===== src/rtl/png_chunk_ctrl.sv =====
// PNG chunk sequencer: streams length, type, data and CRC words while pacing data into crc32_core.
// Define PNG_CHUNK_LEN_CHK_EN to enable the sticky length-mismatch flag on err_o (otherwise tied 0).
module png_chunk_ctrl #(
  parameter int PACE_CYC = 4,
  parameter int LEN_WD   = 32
) (
  input  logic        clk,
  input  logic        rstn,
  input  logic        start_i,
  input  logic [31:0] len_i,
  input  logic [31:0] type_i,
  input  logic        val_i,
  input  logic [31:0] dat_i,
  input  logic [1:0]  num_i,
  input  logic        lst_i,
  output logic        rdy_o,
  output logic        crc_start_o,
  output logic        crc_val_o,
  output logic [31:0] crc_dat_o,
  output logic [1:0]  crc_num_o,
  output logic        crc_lst_o,
  input  logic        crc_done_i,
  input  logic [31:0] crc_dat_i,
  output logic        val_o,
  output logic [31:0] dat_o,
  output logic [1:0]  num_o,
  output logic        lst_o,
  output logic        done_o,
  output logic        err_o
);

  localparam int            PW        = (PACE_CYC > 1) ? $clog2(PACE_CYC) : 1;
  localparam logic [PW-1:0] PACE_LAST = PW'(PACE_CYC - 1);
  localparam logic [PW-1:0] PACE_ONE  = (PACE_CYC > 1) ? PW'(1) : PW'(0);

  typedef enum logic [2:0] {S_IDLE, S_LEN, S_TYPE, S_DATA, S_WAIT, S_CRC} state_t;

  state_t            r_state;
  logic [LEN_WD-1:0] r_rem;
  logic [31:0]       r_type;
  logic [31:0]       r_crc;
  logic [PW-1:0]     r_pace;
  logic              r_val;
  logic [31:0]       r_dat;
  logic [1:0]        r_num;
  logic              r_lst;
  logic              r_done;

  logic              w_rdy;
  logic              w_xfer;
  logic              w_last;
  logic [LEN_WD-1:0] w_step;

  assign w_rdy  = (r_state == S_DATA) && (r_pace == '0);
  assign w_xfer = w_rdy && val_i;
  assign w_step = LEN_WD'(num_i) + LEN_WD'(1);
  assign w_last = (r_rem <= w_step);

  assign rdy_o       = w_rdy;
  assign crc_start_o = (r_state == S_LEN);
  assign crc_val_o   = (r_state == S_TYPE) || w_xfer;

  always_comb begin
    crc_dat_o = '0;
    crc_num_o = '0;
    crc_lst_o = 1'b0;
    case (r_state)
      S_TYPE: begin
        crc_dat_o = r_type;
        crc_num_o = 2'd3;
        crc_lst_o = (r_rem == '0);
      end
      S_DATA: begin
        crc_dat_o = dat_i;
        crc_num_o = num_i;
        crc_lst_o = w_xfer && w_last;
      end
      default: ;
    endcase
  end

  always_ff @(posedge clk or negedge rstn) begin
    if (!rstn) begin
      r_state <= S_IDLE;
      r_rem   <= '0;
      r_type  <= '0;
      r_crc   <= '0;
      r_pace  <= '0;
      r_val   <= 1'b0;
      r_dat   <= '0;
      r_num   <= '0;
      r_lst   <= 1'b0;
      r_done  <= 1'b0;
    end else begin
      r_val  <= 1'b0;
      r_lst  <= 1'b0;
      r_done <= 1'b0;
      case (r_state)
        S_IDLE: begin
          if (start_i) begin
            r_rem   <= LEN_WD'(len_i);
            r_type  <= type_i;
            r_state <= S_LEN;
          end
        end
        S_LEN: begin
          r_val   <= 1'b1;
          r_dat   <= 32'(r_rem);
          r_num   <= 2'd3;
          r_state <= S_TYPE;
        end
        S_TYPE: begin
          r_val   <= 1'b1;
          r_dat   <= r_type;
          r_num   <= 2'd3;
          // The type word occupies pace slot 0, so the first data word waits a full engine period.
          r_pace  <= PACE_ONE;
          r_state <= (r_rem == '0) ? S_WAIT : S_DATA;
        end
        S_DATA: begin
          if (w_xfer) begin
            r_val  <= 1'b1;
            r_dat  <= dat_i;
            r_num  <= num_i;
            r_rem  <= w_last ? '0 : (r_rem - w_step);
            r_pace <= PACE_ONE;
            if (w_last) r_state <= S_WAIT;
          end else if (r_pace != '0) begin
            r_pace <= (r_pace == PACE_LAST) ? '0 : (r_pace + PW'(1));
          end
        end
        S_WAIT: begin
          if (crc_done_i) begin
            r_crc   <= crc_dat_i;
            r_state <= S_CRC;
          end
        end
        S_CRC: begin
          r_val   <= 1'b1;
          r_dat   <= r_crc;
          r_num   <= 2'd3;
          r_lst   <= 1'b1;
          r_done  <= 1'b1;
          r_state <= S_IDLE;
        end
        default: r_state <= S_IDLE;
      endcase
    end
  end

  assign val_o  = r_val;
  assign dat_o  = r_dat;
  assign num_o  = r_num;
  assign lst_o  = r_lst;
  assign done_o = r_done;

`ifdef PNG_CHUNK_LEN_CHK_EN
  logic r_err;

  // Sticky until the next accepted start; the chunk itself always follows the computed last flag.
  always_ff @(posedge clk or negedge rstn) begin
    if (!rstn) begin
      r_err <= 1'b0;
    end else if ((r_state == S_IDLE) && start_i) begin
      r_err <= 1'b0;
    end else if (w_xfer && ((lst_i != w_last) || (w_step > r_rem))) begin
      r_err <= 1'b1;
    end
  end

  assign err_o = r_err;
`else
  logic w_unused_lst;
  assign w_unused_lst = lst_i;
  assign err_o        = 1'b0;
`endif

endmodule


===== config.mk =====
export PLATFORM = sky130hd
export DESIGN_NAME = png_chunk_ctrl
export DESIGN_NICKNAME = d
export VERILOG_FILES = /design/src/rtl/png_chunk_ctrl.sv
export SDC_FILE = /design/constraint.sdc
export NUM_CORES = 1
export LEC_CHECK = 0
export CORE_MARGIN = 2
export CORE_UTILIZATION = 47
export DETAILED_ROUTE_END_ITERATION = 10
export GPL_TIMING_DRIVEN = 0
export PLACE_DENSITY = 0.9
export SETUP_SLACK_MARGIN = 0.3
export SLEW_MARGIN = 20
export SYNTH_ARGS = -nofsm -noshare
export SYNTH_HDL_FRONTEND = slang
export SYNTH_SLANG_ARGS = --single-unit

===== constraint.sdc =====
create_clock -name clk -period 3.5 [get_ports clk]
set_input_delay 0.7 -clock clk [delete_from_list [all_inputs] [get_ports clk]]
set_output_delay 0.7 -clock clk [all_outputs]
set_load 0.01 [all_outputs]

==> summary.md <==
| Metric | Value |
|---|---|
| Area of the multi-input gates | 3410 µm² |
| Worst setup path class | flop to output port |
| Core area | 14600 µm² |
| Crit. End Element | output port |
| Part of the cycle the worst path needs | 0.899 |
| Number of global-route vias before repair | 6897 |
| Clock latency at the later pin of the worst-skew pair | 0.42 ns |
| GR Overflow Total | 0 |
| Avg Cell Area, Syn | 9.52 µm² |
| Row cnt | 44 |
| PwrDens | 941 nW/µm² |
| I/O Pins | 212 |
| Post-synthesis register bit count | 137 |
| Top post-synthesis cells by area | dfrtp_1, nand2_1, mux2_2 |
| Pins over their slew limit | 0 |
| Layout Area Growth over Synthesis | 44.3% |
| Place WS | -0.775 ns |
| CTS Sinks | 137 |
| Clk pwr share | 0.184 |
| Multiplexer share of the synthesized area | 0.101 |
| Layout cell share with drive strength beyond 1 | 0.120 |
| Gpl congestion | 0.964 |
| Post-Synthesis Cells | 741 |
| Fin. Hold Viols | 0 |
| LEAKAGE | 0.00433 µW |
| Initial core utilization | 0.483 |
| Layout fillers | 1118 |
| Max cap viols | 0 |
| Net count, final | 1125 |
| Crit-path max FO | 7 |
| Netlist Area Pre-Place | 7050 µm² |
| Max Clock Skew | 0.00771 ns |
| Post-synthesis compound-gate area fraction | 0.173 |
| Crit path required time | 2.80 ns |
| FMAX | 318 MHz |
| Slew headroom | 0.493 |
| Switch share | 0.414 |
| 1st-iter DRT viols | 905 |
| Combinational Power Share | 0.514 |
| DPL Wire Length | 16900 µm |
| Top FF cell, synth | dfrtp_1 |
| Post-Syn Nets | 884 |
| Most common cell in the netlist | dfrtp_1 |
| First-pass GRT wire length | 37400 µm |
| Worst min-delay path category | input pin to asynchronous set/reset pin |
| Most frequent cells after synthesis | dfrtp_1, nand2_1, nor2_1, clkbuf_1, a21oi_1 |
| Biggest area consumer among synthesized cells | dfrtp_1 |
| Die Y | 126 µm |
| Number of buffers created by CTS | 17 |
| Measured slew at the worst slew-check pin | 0.760 ns |
| Worst Setup Start Kind | flop |
| Htree depth | 4 |
| Vias | 7210 |
| Initial antenna violation count | 0 |
| Routed vias/inst | 6.12 |
| Placed cell count | 1135 |
| Pre-antenna DRT Iters | 7 |
| Global-route usage over all layers | 0.299 |
| Register Area | 3430 µm² |
| Synth Area in XOR/XNOR | 0.00124 |
| Max clock buf depth | 2 |
| # setup viols final | 0 |
| Combinational family with the most area after synthesis | simple AND/OR/NAND/NOR gates |
| Remaining DRCs | 0 |
| IO buf count | 209 |
| Die X | 126 µm |
| Period minus WS final | 3.15 ns |
| Internal power | 5610 µW |
| CTS tree | yes |
| Synth Area in Simple Gates | 0.181 |
| Largest net degree at the start of global routing | 79 |
| Wire length after detailed routing | 24500 µm |
| Crit path DAT | 2.45 ns |
| Worst VDD drop | 543 µV |
| CTS clock-pin slew for the worst setup and hold paths | 0.06 ns |
| Post-CTS Hold Fix Bufs | 0 |
| Outcome | finished clean |
| Post-synthesis cell type count | 61 |
| Routed len/inst | 20.8 µm |
| Die area | 16000 µm² |
| Adder-Cell Fraction of Synth Area | 0.0135 |
| Fin cells | 1178 |
| RSZ-0062 raised after global routing | yes |
| CTS Root Buffer Type | clkbuf_16 |
| ANT cells | 0 |
| Seq pwr share | 0.302 |
| Post-synth EDFFs | 0 |
| Warnings, synthesis | 0 |
| Routed Antenna Nets | 0 |
| Final setup margin | 0.352 ns |
| Switch Pwr | 3960 µW |
| Area share of the largest cell type after synthesis | 0.486 |
| Sequential fraction of the synthesis area | 0.486 |
| Synth async-reset ratio | 1.00 |
worst max-delay path: stages, from the launching register on:
cell,delay [ns]
dfrtp_1,0.46
or4_1,0.51
clkbuf_1,0.19
or2_4,0.32
nor3_1,0.17
and3_1,0.23
buf_2,0.15
layout by cell type (no fill, tap or decap), drive strengths merged, types with 3 or more instances in the layout:
| cell type | netlist | layout |
|---|---|---|
| nor2b | 3 | 3 |
| a32o | 5 | 5 |
| mux2i | 33 | 33 |
| o21ai | 25 | 25 |
| dfrtp | 137 | 137 |
| o41ai | 5 | 5 |
| a221oi | 34 | 34 |
| a221o | 6 | 6 |
| or3 | 8 | 8 |
| a21oi | 42 | 42 |
| mux2 | 34 | 34 |
| a22o | 11 | 11 |
| o311ai | 3 | 3 |
| buf | 17 | 34 |
| nand3 | 12 | 12 |
| nor2 | 83 | 83 |
| clkbuf | 44 | 67 |
| nor3 | 20 | 20 |
| o31ai | 5 | 5 |
| clkinv | 0 | 4 |
| o211ai | 4 | 4 |
| nor4 | 12 | 12 |
| ha | 6 | 6 |
| clkdlybuf4s50 | 0 | 205 |
| nand4 | 7 | 7 |
| or4 | 10 | 10 |
| inv | 13 | 13 |
| nand2 | 118 | 118 |
| o22ai | 5 | 5 |
| a22oi | 5 | 5 |
| or2 | 4 | 4 |
cells by family (layout without fill, tap and decap cells):
kind of cell	Yosys count	count (layout)
compound gates	168	168
xor+xnor	1	1
fa+ha+maj	7	7
buf+inv	74	327
flops	137	137
mux	67	67
other cells	1	1
simple gates	286	286
registers in the layout (all words and copies together), names as in the netlist:
name	count
val_o	1
r_state	3
r_rem	32
r_type	32
r_pace	2
done_o	1
r_crc	32
num_o	2
dat_o	32
timing repair:
item                       4_1_cts  5_1_grt
buffers inserted                 3        9
gates resized for setup         23       22
cloned                           0        0
setup endpoints to repair       70       56
pin swaps                        2        6
final cells by class:
class | count | share of cell area
timing repair buffer | 222 | 0.217
tap | 184 | 0.0226
inverter | 13 | 0.00479
buffer | 61 | 0.0273
multi-input combinational | 530 | 0.335
clock inverter | 8 | 0.00934
sequential | 137 | 0.337
clock buffer | 23 | 0.0470
per-stage QoR:
stage | TNS (ns) | power, µW | area (µm²) | util | hold slack (ns)
2_1_floorplan | 0 | 5450 | 7050 | - | 0.404
3_3_place_gp | -537.76 | 7330 | 9370 | 0.643 | 0.456
3_5_place_dp | -16.71 | 7480 | 9410 | 0.645 | 0.461
4_1_cts | 0 | 9350 | 10000 | 0.688 | 0.214
5_1_grt | 0 | 10100 | 10200 | 0.698 | 0.226
6_report | 0 | 9580 | 10200 | 0.698 | 0.199
routing by layer:
metal,up-vias,wire length [µm],track usage,share of wire
li1,3194,-,-,-
met1,3464,9690,0.405,0.39
met2,471,11500,0.467,0.47
met3,81,2650,0.0784,0.11
met4,0,713,0.105,0.029
met5,-,0,0,0
path summary, 6_finish.rpt:
check | startpoint | end | slack [ns] | cells after the start
worst min register to register | r_type[19]$_DFFE_PN0P_ | r_type[19]$_DFFE_PN0P_ | 0.47 | 2
min in group clk | r_type[19]$_DFFE_PN0P_ | r_type[19]$_DFFE_PN0P_ | 0.47 | 2
max in group asynchronous | rstn | r_type[26]$_DFFE_PN0P_ | 2.55 | 2
worst min-delay path | rstn | dat_o[8]$_DFFE_PN0P_ | 0.20 | 1
worst max register to register | r_rem[0]$_DFFE_PN0P_ | r_rem[28]$_DFFE_PN0P_ | 0.45 | 10
worst max-delay path | r_rem[22]$_DFFE_PN0P_ | crc_lst_o | 0.35 | 6
power by group through the flow:
stage | logic [µW] | registers [µW] | clock network (µW)
global route | 5290 | 2970 | 1850
detailed placement | 4610 | 2870 | 0
finish | 4930 | 2890 | 1760
CTS | 4730 | 2850 | 1770
global placement | 4490 | 2840 | 0
floorplan | 2630 | 2820 | 0
(Power assumes the default switching activity.)
==> RTL change 1: new RTL, same flow settings <==
Change the parameter `PACE_CYC` from 4 to 8.
--- a/src/rtl/png_chunk_ctrl.sv
+++ b/src/rtl/png_chunk_ctrl.sv
@@ -3,3 +3,3 @@
 module png_chunk_ctrl #(
-  parameter int PACE_CYC = 4,
+  parameter int PACE_CYC = 8,
   parameter int LEN_WD   = 32
Formal check against the unedited RTL: not equivalent (a bounded check fails within 10 cycles, from zero or initial values and one cycle with rstn low).
==> RTL change 1 against the unedited design <==
- wire length fell by 1.6%
- highest routed layer unchanged
- area after synthesis up 2.5%
- via count is 2.1% lower
- final area rose by 0.76%
- critical endpoint unchanged
- sequential cell count up 1
- critical path type is now input port to output port
- worst setup slack worse by 0.055 ns
- fmax fell by 1.7%
- die area is 2.4% higher
- hold slack lost 0.053 ns
Power is not compared: it rests on default switching activity, and its combinational part moved more than twofold at a synthesized area within 25%.
==> RTL change 1: results (changes against the unedited design) <==
The flow ran to the end, and the final reports show no timing, DRC or antenna violations. The run gives 24,200 um (-1.6%) as the total detailed-routing wirelength. For the final worst setup slack, the log shows 0.298 ns (-0.0549 ns). The last weighted congestion value of the routability-driven placer came out at 0.969 (+0.59%). By count the netlist is led by sky130_fd_sc_hd__dfrtp_1, sky130_fd_sc_hd__nor2_1, sky130_fd_sc_hd__mux2_2. The most critical setup path has its startpoint at num_i[0]. The depth of the most critical reg-to-reg path is 8 (-2), and the width of the die is 128 um (+1.2%). The highest cell delay on the worst timing path was 0.38 ns (-0.13 ns). The maximum fanout along the worst path works out to 5 (-2).

The proportion of cell area spent on the clock network is 5.61% (-0.018 points), and the worst-case hold slack is 0.146 ns (-0.0530 ns). The largest cell class by area was multi-input gates. The tools report the data arrival time of the critical path as 2.50 ns (+0.05 ns). Number of distinct library cell variants in the gate-level netlist after synthesis: 63 (+3.3%). The combined global-route utilization of all metal layers came out at 30.2% (+0.35 points).

The number of non-clock buffers was 266 (-6.0%); the number of nets produced by synthesis was 855 (-3.3%). The met1 demand-to-capacity share in global routing was 38.3% (-2.3 points). The logs give 21 (-8.7%) for the clock buffer count in the final layout and 9.81% (+2.0 points) for the global-route track usage on met3. For the total of fill cells in the finished design, the log shows 1,155 (+3.3%). The endpoint of the worst register-to-register path is r_rem[16].

The first-pass GRT wire length was 38,200 um (+2.2%). The utilization after layout is 68.0% (-1.8 points). Portion of the layout cell area used by non-clock buffers: 23.3% (-1.2 points).

The count of sequential standard cells is 138 (+0.73%). Highest-delay cell along the critical path: sky130_fd_sc_hd__fa_2. The logs give -0.899 ns (-0.124 ns) for the post-placement setup slack and 9600 sq um (+2.0%) for the total placed instance area. The run gives 3450 sq um (+0.73%) as the sequential standard cell area. Ranked by total cell area, the synthesized netlist is headed by sky130_fd_sc_hd__dfrtp_1, sky130_fd_sc_hd__mux2_2, sky130_fd_sc_hd__nor2_1.
RTL change 1: changes by cell type after synthesis, sizes merged, moves of 11 or more:
cell and delta:
a21oi +17, a22o -11, clkbuf -11, mux2 +30
nand2 -88
RTL change 1: logic make-up after synthesis:
kind of cell,Yosys count,synth area share [%]
multiplexers,97,14.5
AND/OR/NAND/NOR,216,15.2
XOR/XNOR,1,0.121
buffers and inverters,73,4.19
adder cells (fa/ha/maj),8,1.49
other,1,0.0519
flip-flops,138,47.8
AO/OA/AOI/OAI,177,16.7
RTL change 1: power by group through the flow:
stage / sequential, mW / combinational (mW) / clock (mW)
after floorplan: 2.16 / 0.699 / 0
after global placement: 2.08 / 1.61 / 0
final: 2.08 / 1.77 / 1.78
after CTS: 2.08 / 1.74 / 1.80
after global routing: 2.12 / 1.90 / 1.88
after detailed placement: 2.10 / 1.66 / 0
RTL change 1: what timing repair did:
item	4_1_cts	5_1_grt
hold buffers	0	0
resized for setup	30	13
pin swaps	3	0
endpoints found under the setup margin	65	19
buffers inserted	2	0
==> RTL change 2: new RTL, config.mk and constraints unchanged <==
Made on the original files. The 6 states of `state_t` get a one-hot encoding in 6 bits.
--- a/src/rtl/png_chunk_ctrl.sv
+++ b/src/rtl/png_chunk_ctrl.sv
@@ -35,3 +35,3 @@
 
-  typedef enum logic [2:0] {S_IDLE, S_LEN, S_TYPE, S_DATA, S_WAIT, S_CRC} state_t;
+  typedef enum logic [5:0] {S_IDLE = 6'b000001, S_LEN = 6'b000010, S_TYPE = 6'b000100, S_DATA = 6'b001000, S_WAIT = 6'b010000, S_CRC = 6'b100000} state_t;
 
Check against the original RTL: same outputs for any inputs over 4 cycles, from zero or initial values and one cycle with rstn low; so few cycles prove little.
==> RTL change 2 against the unedited design <==
- area after synthesis is 1.7% higher
- combinational power is 41% lower
- register-to-register slack better by 0.05 ns
- sequential power is 4% lower
- worst setup slack worse by 0.062 ns
- sequential share of layout area is 0.17 points higher
- final area is 1.7% higher
- wire length is 0.39% higher
- total power is 20% lower
- cell count is 1.8% lower
- sequential cell count is 3 higher
==> RTL change 2: results (changes against the unedited design) <==
The clock-pin slew on the worst setup and hold paths works out to 0.06 ns (about the same). The total vias in the final route came out at 7,169 (-0.57%). By count the netlist is led by sky130_fd_sc_hd__dfrtp_1, sky130_fd_sc_hd__nand2_1, sky130_fd_sc_hd__nor2_1.

The sequential share of the synthesized area was 48.9% (+0.27 points); the met1 wire length was 9610 um (-0.79%). The H-tree depth was 4 (unchanged). The number of nets in the final layout came out at 1,099 (-2.3%).

The run finished with clean final reports. The detailed router used layers up to and including met4. The ratio of total power to cell area is 738 nW/um^2 (-22%). The logs give 24,600 um (+0.39%) for the total detailed-routing wirelength and 11,400 um (-0.78%) for the routed length on met2. The static leakage power was 4.69 nW (+8.3%); the number of iterations in the first detailed-routing pass was 5 (-2).

Transition at the pin with the smallest max-transition slack: 0.767 ns (+0.00700 ns). The beginning of the critical path was r_rem[27]. The insertion delay of the later-clocked pin in the worst-skew pair was 0.44 ns (+0.02 ns).

The estimated wirelength of the detail-placed design was 16,800 um (-0.25%); the share of final-layout standard cells stronger than drive strength 1 was 15.1% (+3.1 points). The total placed instance area was 9530 sq um (+1.3%). The run gives 0.0104 ns (+0.00265 ns) as the largest clock skew in the final design. For the total of fill cells in the finished design, the log shows 1,082 (-3.2%). The initial antenna violation count was 0 (unchanged); the highest cell delay on the worst timing path was 0.65 ns (+0.14 ns). In the synthesized netlist the dominant register cell turns out to be sky130_fd_sc_hd__dfrtp_1. The logs give 7,119 (+3.2%) for the via count of the first global-routing pass and -1.01 ns (-0.230 ns) for the post-placement setup slack. The tools report the maximum vdd drop as 0.421 mV (-22%).

The first-iteration detailed-routing DRC count is 885 (-2.2%), and the data arrival time of the critical path is 2.51 ns (+0.06 ns). The run gives 2720 um (+2.6%) as the detailed route wirelength on metal3. Share of synthesized registers carrying an async set or reset: 100% (unchanged).

Combined global-route utilization of all metal layers: 30.7% (+0.81 points). The tools report the largest net degree at the start of global routing as 73 (-7.6%). The number of nets produced by synthesis was 860 (-2.7%). Ranked by total cell area, the synthesized netlist is headed by sky130_fd_sc_hd__dfrtp_1, sky130_fd_sc_hd__nand2_1, sky130_fd_sc_hd__mux2_2. The tools report the last weighted congestion value of the routability-driven placer as 0.885 (-8.2%). The number of distinct library cell variants in the gate-level netlist after synthesis was 70 (+15%). The first-pass GRT wire length came out at 38,400 um (+2.9%).
RTL change 2: logic make-up after synthesis:
logic type | after synthesis | synth area share [%]
AO/OA/AOI/OAI | 202 | 21.1
XOR/XNOR | 1 | 0.122
adder cells (fa/ha/maj) | 7 | 1.33
buffers and inverters | 74 | 5.04
flip-flops | 140 | 48.9
multiplexers | 35 | 5.46
other | 1 | 0.0523
AND/OR/NAND/NOR | 257 | 18.0
RTL change 2: power by group:
part | leakage [nW] | total, mW | switching [mW] | internal [mW]
sequential | 1.74 | 2.77 | 0.559 | 2.21
clock | 0.316 | 1.98 | 0.711 | 1.27
combinational | 2.64 | 2.90 | 1.54 | 1.36
RTL change 2: worst paths after layout:
path	endpoint	slack, ns	cells after the start
max in group asynchronous	r_rem[20]	2.55	2
worst min register to register	r_type[12]	0.48	2
worst max-delay path	crc_lst_o	0.29	5
worst max register to register	r_rem[22]	0.50	11
worst min-delay path	r_pace[1]	0.20	1
min in group clk	r_type[12]	0.48	2
RTL change 2: through the flow:
stage / total power [mW] / TNS, ns / utilization [%] / hold slack [ns] / instances
3_3_place_gp: 5.35 / -560.51 / 63.2 / 0.457 / 1114
3_5_place_dp: 5.49 / -10.72 / 63.4 / 0.464 / 1115
2_1_floorplan: 4.24 / 0 / - / 0.404 / 717
4_1_cts: 7.56 / 0 / 68.7 / 0.239 / 1155
5_1_grt: 8.05 / 0 / 68.9 / 0.255 / 1157
6_report: 7.65 / 0 / 68.9 / 0.203 / 1157
RTL change 2: timing repair:
action                     CTS  global route
setup endpoints to repair   69             6
gates resized for setup     72            19
buffers inserted             8             2
pin swaps                    6             9
RTL change 2: routing by layer:
layer | GRT usage (%) | vias up
met5 | 0 | -
met4 | 13.1 | 0
met3 | 8.96 | 85
met2 | 48.8 | 496
met1 | 39.3 | 3443
li1 | - | 3145
RTL change 2: final cells by class:
class / count / area, sq um / share of cell area [%]
repair buffers: 220 / 2150 / 20.8
inverters: 15 / 56.3 / 0.544
clock buffers: 22 / 484 / 4.68
multi-input cells: 503 / 3350 / 32.4
flip-flops and latches: 140 / 3510 / 33.9
clock inverters: 10 / 160 / 1.55
plain buffers: 59 / 407 / 3.93
well taps: 188 / 235 / 2.27
RTL change 2: critical path: cells and delay by family (launching register included):
family | cells | cell delay (ns)
flip-flops | 1 | 0.45
AND/OR/NAND/NOR | 4 | 1.49
buffers and inverters | 1 | 0.12
